## src/rtl/pll_lmmi_pkg.sv

```systemverilog
// Shared types and constants for the PLL LMMI reconfiguration sequencer.
// Includes the register widths, the sequencer states and the read-modify-write merge.
package pll_lmmi_pkg;

    localparam int LMMI_OFFSET_W = 7;
    localparam int LMMI_DATA_W   = 8;

    // LMMI offset of the DIVA output divider register.
    localparam logic [LMMI_OFFSET_W-1:0] DIVA_OFFSET = 7'h12;

    typedef enum logic [2:0] {
        IDLE,
        HOLD,
        RD_REQ,
        RD_WAIT,
        WR_REQ,
        WAIT_LOCK
    } state_t;

    // Bits set in mask take the new value; all other bits keep the register contents.
    function automatic logic [LMMI_DATA_W-1:0] rmw_merge(
        input logic [LMMI_DATA_W-1:0] old_val,
        input logic [LMMI_DATA_W-1:0] mask,
        input logic [LMMI_DATA_W-1:0] new_val
    );
        return (old_val & ~mask) | (new_val & mask);
    endfunction

endpackage

```

## src/rtl/pll_lock_monitor.sv

```systemverilog
// Qualifies the PLL lock after a reconfiguration: 2-flop synchroniser, stable-lock
// counter and timeout counter. Both status outputs are valid only while armed.
module pll_lock_monitor #(
    parameter int LOCK_STABLE  = 8,
    parameter int LOCK_TIMEOUT = 65535,
    parameter int TO_W         = 16
) (
    input  logic i_clk,
    input  logic i_rst,
    input  logic i_start,
    input  logic i_pll_lock,
    output logic o_locked,
    output logic o_timeout
);

    logic [1:0]      r_sync;
    logic            r_active;
    logic [TO_W-1:0] r_stable_cnt;
    logic [TO_W-1:0] r_to_cnt;

    logic [TO_W-1:0] w_stable_nxt;
    logic [TO_W-1:0] w_to_nxt;

    assign w_stable_nxt = r_sync[1] ? r_stable_cnt + 1'b1 : '0;
    assign w_to_nxt     = r_to_cnt + 1'b1;

    // Flag in the cycle the count reaches its limit so the FSM registers the pulse on that edge.
    assign o_locked  = r_active && (w_stable_nxt == TO_W'(LOCK_STABLE));
    assign o_timeout = r_active && (w_to_nxt == TO_W'(LOCK_TIMEOUT));

    always_ff @(posedge i_clk) begin
        if (i_rst) begin
            r_sync       <= '0;
            r_active     <= 1'b0;
            r_stable_cnt <= '0;
            r_to_cnt     <= '0;
        end else if (i_start) begin
            // Flush the synchroniser so a lock level sampled before the PLL left reset is never trusted.
            r_sync       <= '0;
            r_active     <= 1'b1;
            r_stable_cnt <= '0;
            r_to_cnt     <= '0;
        end else begin
            r_sync <= {r_sync[0], i_pll_lock};
            if (r_active) begin
                r_stable_cnt <= w_stable_nxt;
                r_to_cnt     <= w_to_nxt;
                if (o_locked || o_timeout) begin
                    r_active <= 1'b0;
                end
            end
        end
    end

endmodule

```

## src/rtl/pll_lmmi_reconfig_ctrl.sv

```systemverilog
// Read-modify-write sequencer for one PLL_CORE over LMMI: hold PLL reset, read the
// register, merge masked bits, write back, release reset and wait for a stable lock.
module pll_lmmi_reconfig_ctrl
    import pll_lmmi_pkg::*;
#(
    parameter int RST_HOLD     = 16,
    parameter int LOCK_STABLE  = 8,
    parameter int LOCK_TIMEOUT = 65535,
    parameter int TO_W         = 16
) (
    input  logic                     i_clk,
    input  logic                     i_rst,
    input  logic                     i_req_valid,
    output logic                     o_req_ready,
    input  logic [LMMI_OFFSET_W-1:0] i_req_offset,
    input  logic [LMMI_DATA_W-1:0]   i_req_mask,
    input  logic [LMMI_DATA_W-1:0]   i_req_data,
    output logic                     o_lmmi_request,
    output logic                     o_lmmi_wr_rdn,
    output logic [LMMI_OFFSET_W-1:0] o_lmmi_offset,
    output logic [LMMI_DATA_W-1:0]   o_lmmi_wdata,
    input  logic                     i_lmmi_ready,
    input  logic [LMMI_DATA_W-1:0]   i_lmmi_rdata,
    input  logic                     i_lmmi_rdata_valid,
    output logic                     o_pll_rst,
    input  logic                     i_pll_lock,
    output logic                     o_busy,
    output logic                     o_done,
    output logic                     o_err,
    output logic [LMMI_DATA_W-1:0]   o_old_data
);

    state_t                 r_state;
    logic [TO_W-1:0]        r_hold_cnt;
    logic [LMMI_DATA_W-1:0] r_mask;
    logic [LMMI_DATA_W-1:0] r_data;

    logic                   w_accept;
    logic [LMMI_DATA_W-1:0] w_merged;
    logic                   w_lock_start;
    logic                   w_locked;
    logic                   w_timeout;

    assign w_accept     = i_req_valid && o_req_ready;
    assign w_merged     = rmw_merge(i_lmmi_rdata, r_mask, r_data);
    assign w_lock_start = (r_state == WR_REQ) && i_lmmi_ready;

    pll_lock_monitor #(
        .LOCK_STABLE  (LOCK_STABLE),
        .LOCK_TIMEOUT (LOCK_TIMEOUT),
        .TO_W         (TO_W)
    ) u_lock_mon (
        .i_clk      (i_clk),
        .i_rst      (i_rst),
        .i_start    (w_lock_start),
        .i_pll_lock (i_pll_lock),
        .o_locked   (w_locked),
        .o_timeout  (w_timeout)
    );

    always_ff @(posedge i_clk) begin
        if (i_rst) begin
            r_state        <= IDLE;
            r_hold_cnt     <= '0;
            r_mask         <= '0;
            r_data         <= '0;
            o_req_ready    <= 1'b1;
            o_busy         <= 1'b0;
            o_done         <= 1'b0;
            o_err          <= 1'b0;
            o_pll_rst      <= 1'b0;
            o_lmmi_request <= 1'b0;
            o_lmmi_wr_rdn  <= 1'b0;
            o_lmmi_offset  <= '0;
            o_lmmi_wdata   <= '0;
            o_old_data     <= '0;
        end else begin
            o_done <= 1'b0;
            o_err  <= 1'b0;
            case (r_state)
                IDLE: begin
                    if (w_accept) begin
                        // The offset register doubles as the captured request offset.
                        o_lmmi_offset <= i_req_offset;
                        r_mask        <= i_req_mask;
                        r_data        <= i_req_data;
                        r_hold_cnt    <= '0;
                        o_pll_rst     <= 1'b1;
                        o_req_ready   <= 1'b0;
                        o_busy        <= 1'b1;
                        r_state       <= HOLD;
                    end
                end
                HOLD: begin
                    if (r_hold_cnt == TO_W'(RST_HOLD - 1)) begin
                        o_lmmi_request <= 1'b1;
                        o_lmmi_wr_rdn  <= 1'b0;
                        r_state        <= RD_REQ;
                    end else begin
                        r_hold_cnt <= r_hold_cnt + 1'b1;
                    end
                end
                RD_REQ: begin
                    if (i_lmmi_ready) begin
                        o_lmmi_request <= 1'b0;
                        r_state        <= RD_WAIT;
                    end
                end
                RD_WAIT: begin
                    if (i_lmmi_rdata_valid) begin
                        o_old_data     <= i_lmmi_rdata;
                        o_lmmi_wdata   <= w_merged;
                        o_lmmi_request <= 1'b1;
                        o_lmmi_wr_rdn  <= 1'b1;
                        r_state        <= WR_REQ;
                    end
                end
                WR_REQ: begin
                    if (i_lmmi_ready) begin
                        o_lmmi_request <= 1'b0;
                        o_lmmi_wr_rdn  <= 1'b0;
                        o_pll_rst      <= 1'b0;
                        r_state        <= WAIT_LOCK;
                    end
                end
                WAIT_LOCK: begin
                    // A stable lock takes priority over a timeout landing in the same cycle.
                    if (w_locked) begin
                        o_done      <= 1'b1;
                        o_busy      <= 1'b0;
                        o_req_ready <= 1'b1;
                        r_state     <= IDLE;
                    end else if (w_timeout) begin
                        o_err       <= 1'b1;
                        o_busy      <= 1'b0;
                        o_req_ready <= 1'b1;
                        r_state     <= IDLE;
                    end
                end
                default: begin
                    o_lmmi_request <= 1'b0;
                    o_pll_rst      <= 1'b0;
                    o_busy         <= 1'b0;
                    o_req_ready    <= 1'b1;
                    r_state        <= IDLE;
                end
            endcase
        end
    end

endmodule

```

## config.mk

```make
export PLATFORM = sky130hd
export DESIGN_NAME = pll_lmmi_reconfig_ctrl
export DESIGN_NICKNAME = d
export VERILOG_FILES = /design/src/rtl/pll_lmmi_pkg.sv /design/src/rtl/pll_lock_monitor.sv /design/src/rtl/pll_lmmi_reconfig_ctrl.sv
export SDC_FILE = /design/constraint.sdc
export NUM_CORES = 1
export LEC_CHECK = 0
export ABC_AREA = 1
export CORE_MARGIN = 2
export CORE_UTILIZATION = 45
export CTS_BUF_LIST = sky130_fd_sc_hd__clkbuf_8
export CTS_CLUSTER_SIZE = 8
export DETAILED_ROUTE_END_ITERATION = 6
export PLACE_DENSITY = 0.67
export SYNTH_ARGS = -nofsm -noshare
export SYNTH_HDL_FRONTEND = slang
export SYNTH_SLANG_ARGS = --single-unit
```

## constraint.sdc

```tcl
create_clock -name i_clk -period 3.8 [get_ports i_clk]
set_input_delay 0.76 -clock i_clk [delete_from_list [all_inputs] [get_ports i_clk]]
set_output_delay 0.76 -clock i_clk [all_outputs]
set_load 0.005 [all_outputs]
```

Word level (Yosys, flattened, before mapping)
Index checks and enable logic that the tools add are counted.
- add/subtract/negate cells: 3
- equal/unequal tests: 16
- multiplexer cells: 32
- bitwise gates (word level): 8
- reductions and logical operators: 23
- operator list (kind ; number):
    16-bit by 1-bit adder with 16-bit output, second input constant ; 3
    16-bit 2-to-1 mux ; 3
    16-bit by 4-bit == test with 1-bit output, second input constant ; 2
    16-bit one-hot mux with 2 select lines ; 1
    3-bit 2-to-1 mux ; 7
    3-bit one-hot mux with 6 select lines ; 1
    8-bit bitwise AND ; 2
    16-bit == test, second input constant ; 1
    1-bit 2-to-1 mux ; 15
    2-bit != test, second input constant ; 6
    1-bit one-hot mux with 3 select lines ; 4
    3-bit AND reduction ; 3
    8-bit NOT ; 1
    8-bit OR ; 1
    4-bit AND reduction ; 2
    2-bit OR reduction ; 4
    4-bit OR reduction ; 2
    3-bit by 2-bit == test with 1-bit output, second input constant ; 2
    3-bit == test, second input constant ; 2
    6-bit AND reduction ; 1
    1-bit logical AND ; 4
    1-bit NOT ; 4
    1-bit one-hot mux with 4 select lines ; 1
    2-bit AND reduction ; 2
    8 further kinds ; 8
- register bits after elaboration: 100
- input port bits: 37

Logic depth before layout (Yosys ltp)
Gate-level depths: netlist of the first run.
- depth in word-level cells: 8
- depth in mapped cells: 15

By module
A second synthesis of the first run with hierarchy kept.
- cells, all modules: 758
- area total of the unflattened synthesis: 5261.3 um^2
- by module, submodules not included (module ; times used ; cells an instance ; area an instance (um^2) ; sequential area each (um^2)):
    pll_lmmi_reconfig_ctrl ; 1 ; 405 ; 2977.9 ; 1301.2
    pll_lock_monitor ; 1 ; 353 ; 2283.4 ; 700.7

Least setup slack after synthesis of the first run
Ideal clock, no wire load.
- kind: input-to-reg
- from: input i_rst
- to: register u_lock_mon.r_stable_cnt[14]
- data arrival time: 1.813 ns
- slack: 1.917 ns
- stages: 8
- buffers on the path: 3
- cell sequence: buf_6 > inv_1 > buf_2 > nand2_1 > inv_1 > clkbuf_1 > o21ai_0 > a21oi_1
- longest elaborated chain between the ends: 1
- RTL lines (what ; RTL line ; text):
    start, declared ; pll_lmmi_reconfig_ctrl.sv:12 ; input logic i_rst,
    2-bit OR reduction (no source line) ; -- ;
    end signal, assigned ; pll_lock_monitor.sv:46 ; r_stable_cnt <= w_stable_nxt;
    end, declared ; pll_lock_monitor.sv:18 ; logic [TO_W-1:0] r_stable_cnt;
Every way passes these cells.
A chain may end at the register's enable or synchronous reset.

Worst setup path after layout of the first run
- from: register u_lock_mon.r_active
- to: register r_state[1]
- longest elaborated chain between the ends: 3
- RTL lines (what ; RTL line ; text):
    start, declared ; pll_lock_monitor.sv:17 ; logic r_active;
    start signal, assigned ; pll_lock_monitor.sv:34 ; r_active <= 1'b0;
    start signal, assigned ; pll_lock_monitor.sv:40 ; r_active <= 1'b1;
    start signal, assigned ; pll_lock_monitor.sv:49 ; r_active <= 1'b0;
    1-bit logical AND, on equally long branches ; pll_lock_monitor.sv:29, pll_lock_monitor.sv:28 ;
    3-bit by 1-bit != test with 1-bit output (no source line) or 3-bit 2-to-1 mux (tied branches) ; -- ;
    6-bit AND reduction (no source line) or 3-bit one-hot mux with 6 select lines (tied branches) ; -- ;
    end signal, assigned ; pll_lmmi_reconfig_ctrl.sv:63 ; r_state <= IDLE;
    end signal, assigned ; pll_lmmi_reconfig_ctrl.sv:91 ; r_state <= HOLD;
    end signal, assigned ; pll_lmmi_reconfig_ctrl.sv:98 ; r_state <= RD_REQ;
    end, declared ; pll_lmmi_reconfig_ctrl.sv:33 ; state_t r_state;
Several ways; a longest one is shown, not always the timed one.

==> impl_metrics.toml, run 1 <==
[cts]
cts_tree = "yes"
cts_resized = 0
numCtsBuffers = 9
cts_htree_levels = 3
cts_buffer_depth = 2
cts_post_setup_buffers_inserted = 0
clk_pin_slew_ps = 100
cts_num_sinks = 100
hold_buffers = 0
ctsRootBufferMaster = "clkbuf_8"
clk_latency_ps = 370

[placed_design]
dp_cells = 920
portBuffers = 66
gp_congestion = 0.853
hpwl_um = 8900
placed_area_mm2 = 0.00580

[synth]
synthesis.area_mm2 = 0.00505
synth_nets = 776
synth_edf_count = 0
async_flop_share = 0
synth_area_per_cell_um2 = 6.87
yosys_warnings = 0
ys_types = 39
ys_seq_elements = 100
yosysSeqAreaShare = 0.397
synth_flop_cell = "dfxtp_1"
postSynthCellCount = 735

[critical_path]
startpoint_type = "register"
slowest_delay_ps = 320
cp_cell_sequence = "buf_4, inv_2, a21oi_1, nand3_1, nor2_1, nand3_1, nor2_1, nand2_1, nor2_2, nor2_2, nand2_4, nand2_2, nand2_1, a21oi_2"
critPathTopFamily = "simple AND/OR/NAND/NOR gates"
path_class = "register to register"
crit_arrival_ps = 2660
ff2ff_setup_slack_ps = 1390
critPathMaxFanout = 41
setup.worst_path.end_class = "register"
cp.required_ps = 4040
worst_path_max_delay_cell = "dfxtp_1"
critPathBufInv = 2

[layout]
antenna_cells = 0
num-fill-cells = 1076
fin_cells = 936
synthToLayoutAreaGrowth_pct = 19.4
drive_above_1_share = 0.0892
nNetsFinal = 832
design_area_mm2 = 0.00602
layout_common_cells = "nand2_1 (155), dfxtp_1 (100), a21oi_1 (90)"
layout_commonest_cell = "nand2_1"

[route]
drcViolationCount = 0
drt-total-wl_um = 12200
initialDrtViolationCount = 321
vias = 4887
wl_per_cell_um = 13.0
drt-pass1-iter-count = 6
antenna_left = 0
vias_per_cell = 5.22

[floorplan]
placementRows = 38
initial_core_util = 0.464
ios = 67
die_h_um = 110
die_area_mm2 = 0.0121
die_w_um = 110
coreArea_mm2 = 0.0109

[global_route]
gr-total-overflow = 0
grt_usage = 0.209
grt_pass1_wl_um = 20200
grt_max_degree = 43
grt_pass1_vias = 4438
antenna_found_initial = 0

[power_and_ir_drop]
leakagePower_nw = 2.28
pwr_density_cell_mw_per_mm2 = 451
worst_ir_drop_vdd_mv = 0.257

[run_status]
outcome = "complete, no violations"

[sta]
min_period_ps = 2410
hold_viol = 0
fin_tns_setup_ps = 0
whs_ps = 416
slew_headroom = 0.520
worst_clock_skew_ps = 13.8
setup_violations = 0
rsz0062_at_grt = "no"
tightest_slew_ps = 718
fmax_ghz = 0.414
finalCritPeriodShare = 0.635
slew_violations = 0

[min_path]
hold_class = "register to register"

[job]
maxCapViolations = 0
-- cell type report --
cell class                      instances  area (µm²)  area share
Multi-Input combinational cell        521        2600       0.431
Sequential cell                       100        2000       0.332
Timing Repair Buffer                   70         691       0.115
Inverter                               89         335      0.0557
Tap cell                              140         175      0.0291
Clock buffer                            9         124      0.0206
Clock inverter                          7        98.8      0.0164
-- flip-flops by register name, indices dropped and copies added, names as in the netlist --
register                 flops
o_pll_rst                    1
o_req_ready                  1
o_lmmi_request               1
o_done                       1
r_state                      3
o_lmmi_offset                7
r_data                       8
r_hold_cnt                  16
r_mask                       8
u_lock_mon.r_stable_cnt     16
u_lock_mon.r_sync            2
o_err                        1
u_lock_mon.r_active          1
o_old_data                   8
o_busy                       1
o_lmmi_wdata                 8
u_lock_mon.r_to_cnt         16
o_lmmi_wr_rdn                1
-- metal layers --
metal | track usage | routed length (µm) | vias to the layer above
met5 | 0 | 0 | -
met4 | 0.0741 | 129 | 0
met3 | 0.0379 | 670 | 12
met2 | 0.355 | 5990 | 115
met1 | 0.265 | 5410 | 2225
li1 | - | - | 2535
-- tightest hold or removal path, delay by kind of cell, from the launching register on --
family	cells	cell delay [ps]
and+or+nand+nor	1	30
DFF	1	310
buffers and inverters	1	40
-- stage by stage --
| stage | util | total power [mW] | setup WS (ps) |
|---|---|---|---|
| floorplan | - | 1.73 | 1920 |
| global placement | 0.533 | 1.95 | 1120 |
| detailed placement | 0.533 | 1.98 | 1070 |
| CTS | 0.553 | 2.74 | 1380 |
| global route | 0.553 | 2.88 | 1150 |
| finish | 0.553 | 2.72 | 1390 |
-- cell families (layout without fill, tap and decap cells) --
kind of cell / count (synthesis) / after routing / share of synthesized area
AO/OA/AOI/OAI: 171 / 171 / 0.178
XOR/XNOR: 4 / 4 / 0.00694
adder cells (fa/ha/maj): 4 / 4 / 0.00992
buffers and inverters: 114 / 175 / 0.0885
flip-flops: 100 / 100 / 0.397
AND/OR/NAND/NOR: 342 / 342 / 0.320
-- path summary, 6_finish.rpt --
| kind | from | end | cells past startpoint |
|---|---|---|---|
| max | u_lock_mon.r_active$_SDFF_PP0_ | r_state[1]$_SDFFE_PP0P_ | 14 |
| min | u_lock_mon.r_sync[0]$_SDFF_PP0_ | u_lock_mon.r_sync[1]$_SDFF_PP0_ | 2 |
| max reg2reg | u_lock_mon.r_active$_SDFF_PP0_ | r_state[1]$_SDFFE_PP0P_ | 14 |
| min reg2reg | u_lock_mon.r_sync[0]$_SDFF_PP0_ | u_lock_mon.r_sync[1]$_SDFF_PP0_ | 2 |
-- report_power, final --
| part | switching, mW | internal (mW) |
|---|---|---|
| Sequential | 0.0647 | 1.16 |
| Combinational | 0.453 | 0.271 |
| Clock | 0.391 | 0.375 |
-- synthesized netlist by cell type, types with 5 or more instances --
master,count,area share
nor2_1,49,0.036
nor2_2,9,0.011
nor2_4,6,0.013
nand2_1,155,0.12
a21oi_1,90,0.089
dfxtp_1,100,0.40
or2_2,5,0.0062
o21ai_0,63,0.062
inv_1,81,0.060
nand3_1,70,0.069
nand4_1,15,0.019
nand2_2,12,0.015
nor3_1,5,0.0050
clkbuf_1,18,0.013
nor4_1,5,0.0062
(Power assumes the default switching activity.)
==> run 2, diff against run 1 <==
clock period = 2.25 ns   (was 3.8 ns; I/O delays follow)
==> impl_metrics.toml, run 2 (synthesis results as in run 1) <==
[critical_path]
critPathTopFamily = "simple AND/OR/NAND/NOR gates"
critPathBufInv = 0
crit_arrival_ps = 2300
timing.rr.end = "r_state[0]$_SDFFE_PP0P_"
path_class = "register to register"
cp_cell_sequence = "ha_1, nand3_2, nor2_4, nand4_1, nand3_1, nand3_1, nor2_1, nand2_2, nand2_4, nand2_2, nand2_1, a21oi_2"
timing.rr.start = "u_lock_mon.r_stable_cnt[0]$_SDFFE_PP0P_"
startpoint_type = "register"
worst_path_max_delay_cell = "dfxtp_1"
setup.worst_path.end_class = "register"
critPathMaxFanout = 6
ff2ff_path_depth = 12
slowest_delay_ps = 430
cp.required_ps = 2500
ff2ff_setup_slack_ps = 200

[global_route]
antenna_found_initial = 0
gr-total-overflow = 0
grt_max_degree = 40
grt_usage = 0.214
grt_pass1_vias = 4536
grt_pass1_wl_um = 20700

[cts]
clk_pin_slew_ps = 100
cts_num_sinks = 100
numCtsBuffers = 9
cts_buffer_depth = 2
cts_tree = "yes"
cts_htree_levels = 3
clk_latency_ps = 370
cts_post_setup_buffers_inserted = 0
ctsRootBufferMaster = "clkbuf_8"

[sta]
fin_tns_setup_ps = 0
tightest_slew_ps = 607
setup_violations = 0
fmax_ghz = 0.487
slew_headroom = 0.592
rsz0062_at_grt = "no"
finalCritPeriodShare = 0.912
slew_violations = 0
hold_viol = 0
worst_clock_skew_ps = 7.85
min_period_ps = 2050

[power_and_ir_drop]
leakagePower_nw = 2.31
worst_ir_drop_vdd_mv = 0.433
power_frac_comb = 0.275
pwr_density_cell_mw_per_mm2 = 744
total_power_mw = 4.53
swShare = 0.331
p_sw_mw = 1.50
power.internal_mw = 3.03
pwr-share-seq = 0.457
p_clk_frac = 0.268

[placed_design]
placed_area_mm2 = 0.00587
portBuffers = 66
hpwl_um = 8980
gp_congestion = 0.837
dp_cells = 929

[route]
antenna_left = 0
vias = 4881
drt-total-wl_um = 12200
vias_per_cell = 5.17
drt-pass1-iter-count = 5
drcViolationCount = 0
wl_per_cell_um = 12.9
initialDrtViolationCount = 356

[min_path]
min-delay-start = "u_lock_mon.r_sync[0]$_SDFF_PP0_"
worstHoldEndpoint = "u_lock_mon.r_sync[1]$_SDFF_PP0_"
hold_class = "register to register"
holdPathStages = 2

[layout]
layout_commonest_cell = "nand2_1"
nNetsFinal = 841
drive_above_1_share = 0.101
num-fill-cells = 1044
antenna_cells = 0
design_area_mm2 = 0.00608
top_regs = "r_hold_cnt: 16 flops, u_lock_mon.r_stable_cnt: 16 flops, u_lock_mon.r_to_cnt: 16 flops"
synthToLayoutAreaGrowth_pct = 20.5
fin_cells = 945
layout_common_cells = "nand2_1 (155), dfxtp_1 (99), a21oi_1 (90)"

[floorplan]
ios = 67
die_area_mm2 = 0.0121
placementRows = 38
die_h_um = 110
die_w_um = 110
coreArea_mm2 = 0.0109
initial_core_util = 0.464

[job]
maxCapViolations = 0

[run_status]
outcome = "complete, no violations"
## run 2: cell count changes in the layout (fill, tap and decap cells not counted)
cell        delta
clkinv_4       -2
dfxtp_1        -1
dfxtp_2        +1
bufinv_16      -1
buf_4          +9
clkbuf_8       +2
clkinvlp_4     +1
## run 2: power groups by stage
| stage | clock, mW | combinational, mW | sequential, mW |
|---|---|---|---|
| floorplan | 0 | 0.830 | 2.09 |
| global placement | 0 | 1.23 | 2.10 |
| detailed placement | 0 | 1.25 | 2.11 |
| CTS | 1.25 | 1.25 | 2.07 |
| global route | 1.32 | 1.41 | 2.09 |
| finish | 1.21 | 1.25 | 2.07 |
## run 2: area by class of cell
type	instances	area [µm²]	area share
multi-input combinational	521	2600	0.427
clock inverter	5	58.8	0.00967
tap	140	175	0.0288
inverter	89	335	0.0551
clock buffer	11	151	0.0249
timing repair buffer	79	758	0.125
sequential	100	2000	0.329
## run 2: repair_timing
action,4_1_cts,5_1_grt
resized for setup,0,1
hold buffers,0,0
endpoints found under the hold margin,0,0
setup endpoints to repair,0,5
## run 2: worst max path at each step
| stage | start | slack [ps] | cells after the start | end |
|---|---|---|---|---|
| 2_1_floorplan | u_lock_mon.r_to_cnt[0]$_SDFFE_PP0P_ | 490 | 14 | r_state[1]$_SDFFE_PP0P_ |
| 3_3_place_gp | i_req_valid | 250 | 10 | r_hold_cnt[13]$_SDFFE_PP0P_ |
| 3_5_place_dp | i_lmmi_rdata_valid | 220 | 6 | o_lmmi_request$_SDFFE_PP0P_ |
| 4_1_cts | u_lock_mon.r_stable_cnt[0]$_SDFFE_PP0P_ | 210 | 12 | r_state[2]$_SDFFE_PP0P_ |
| 5_1_grt | u_lock_mon.r_to_cnt[1]$_SDFFE_PP0P_ | 10 | 14 | r_state[2]$_SDFFE_PP0P_ |
| 6_report | u_lock_mon.r_stable_cnt[0]$_SDFFE_PP0P_ | 200 | 12 | r_state[0]$_SDFFE_PP0P_ |
## run 2: worst min-delay path: stages, from the launching register on
cell,delay (ps)
dfxtp_1,310
inv_1,50
nor2_1,40
## run 2: stage by stage
stage / setup slack, ps / utilization / hold WS (ps)
final: 198 / 0.558 / 423
after global routing: 11.9 / 0.558 / 441
after CTS: 210 / 0.558 / 434
after detailed placement: 224 / 0.539 / 422
after global placement: 254 / 0.539 / 405
after floorplan: 486 / - / 394
## run 2: layer usage
metal	vias to the layer above	GRT usage	routed length, µm
met2	106	0.370	5970
li1	2543	-	-
met1	2216	0.266	5540
met4	0	0.0678	170
met5	-	0	0
met3	16	0.0451	525
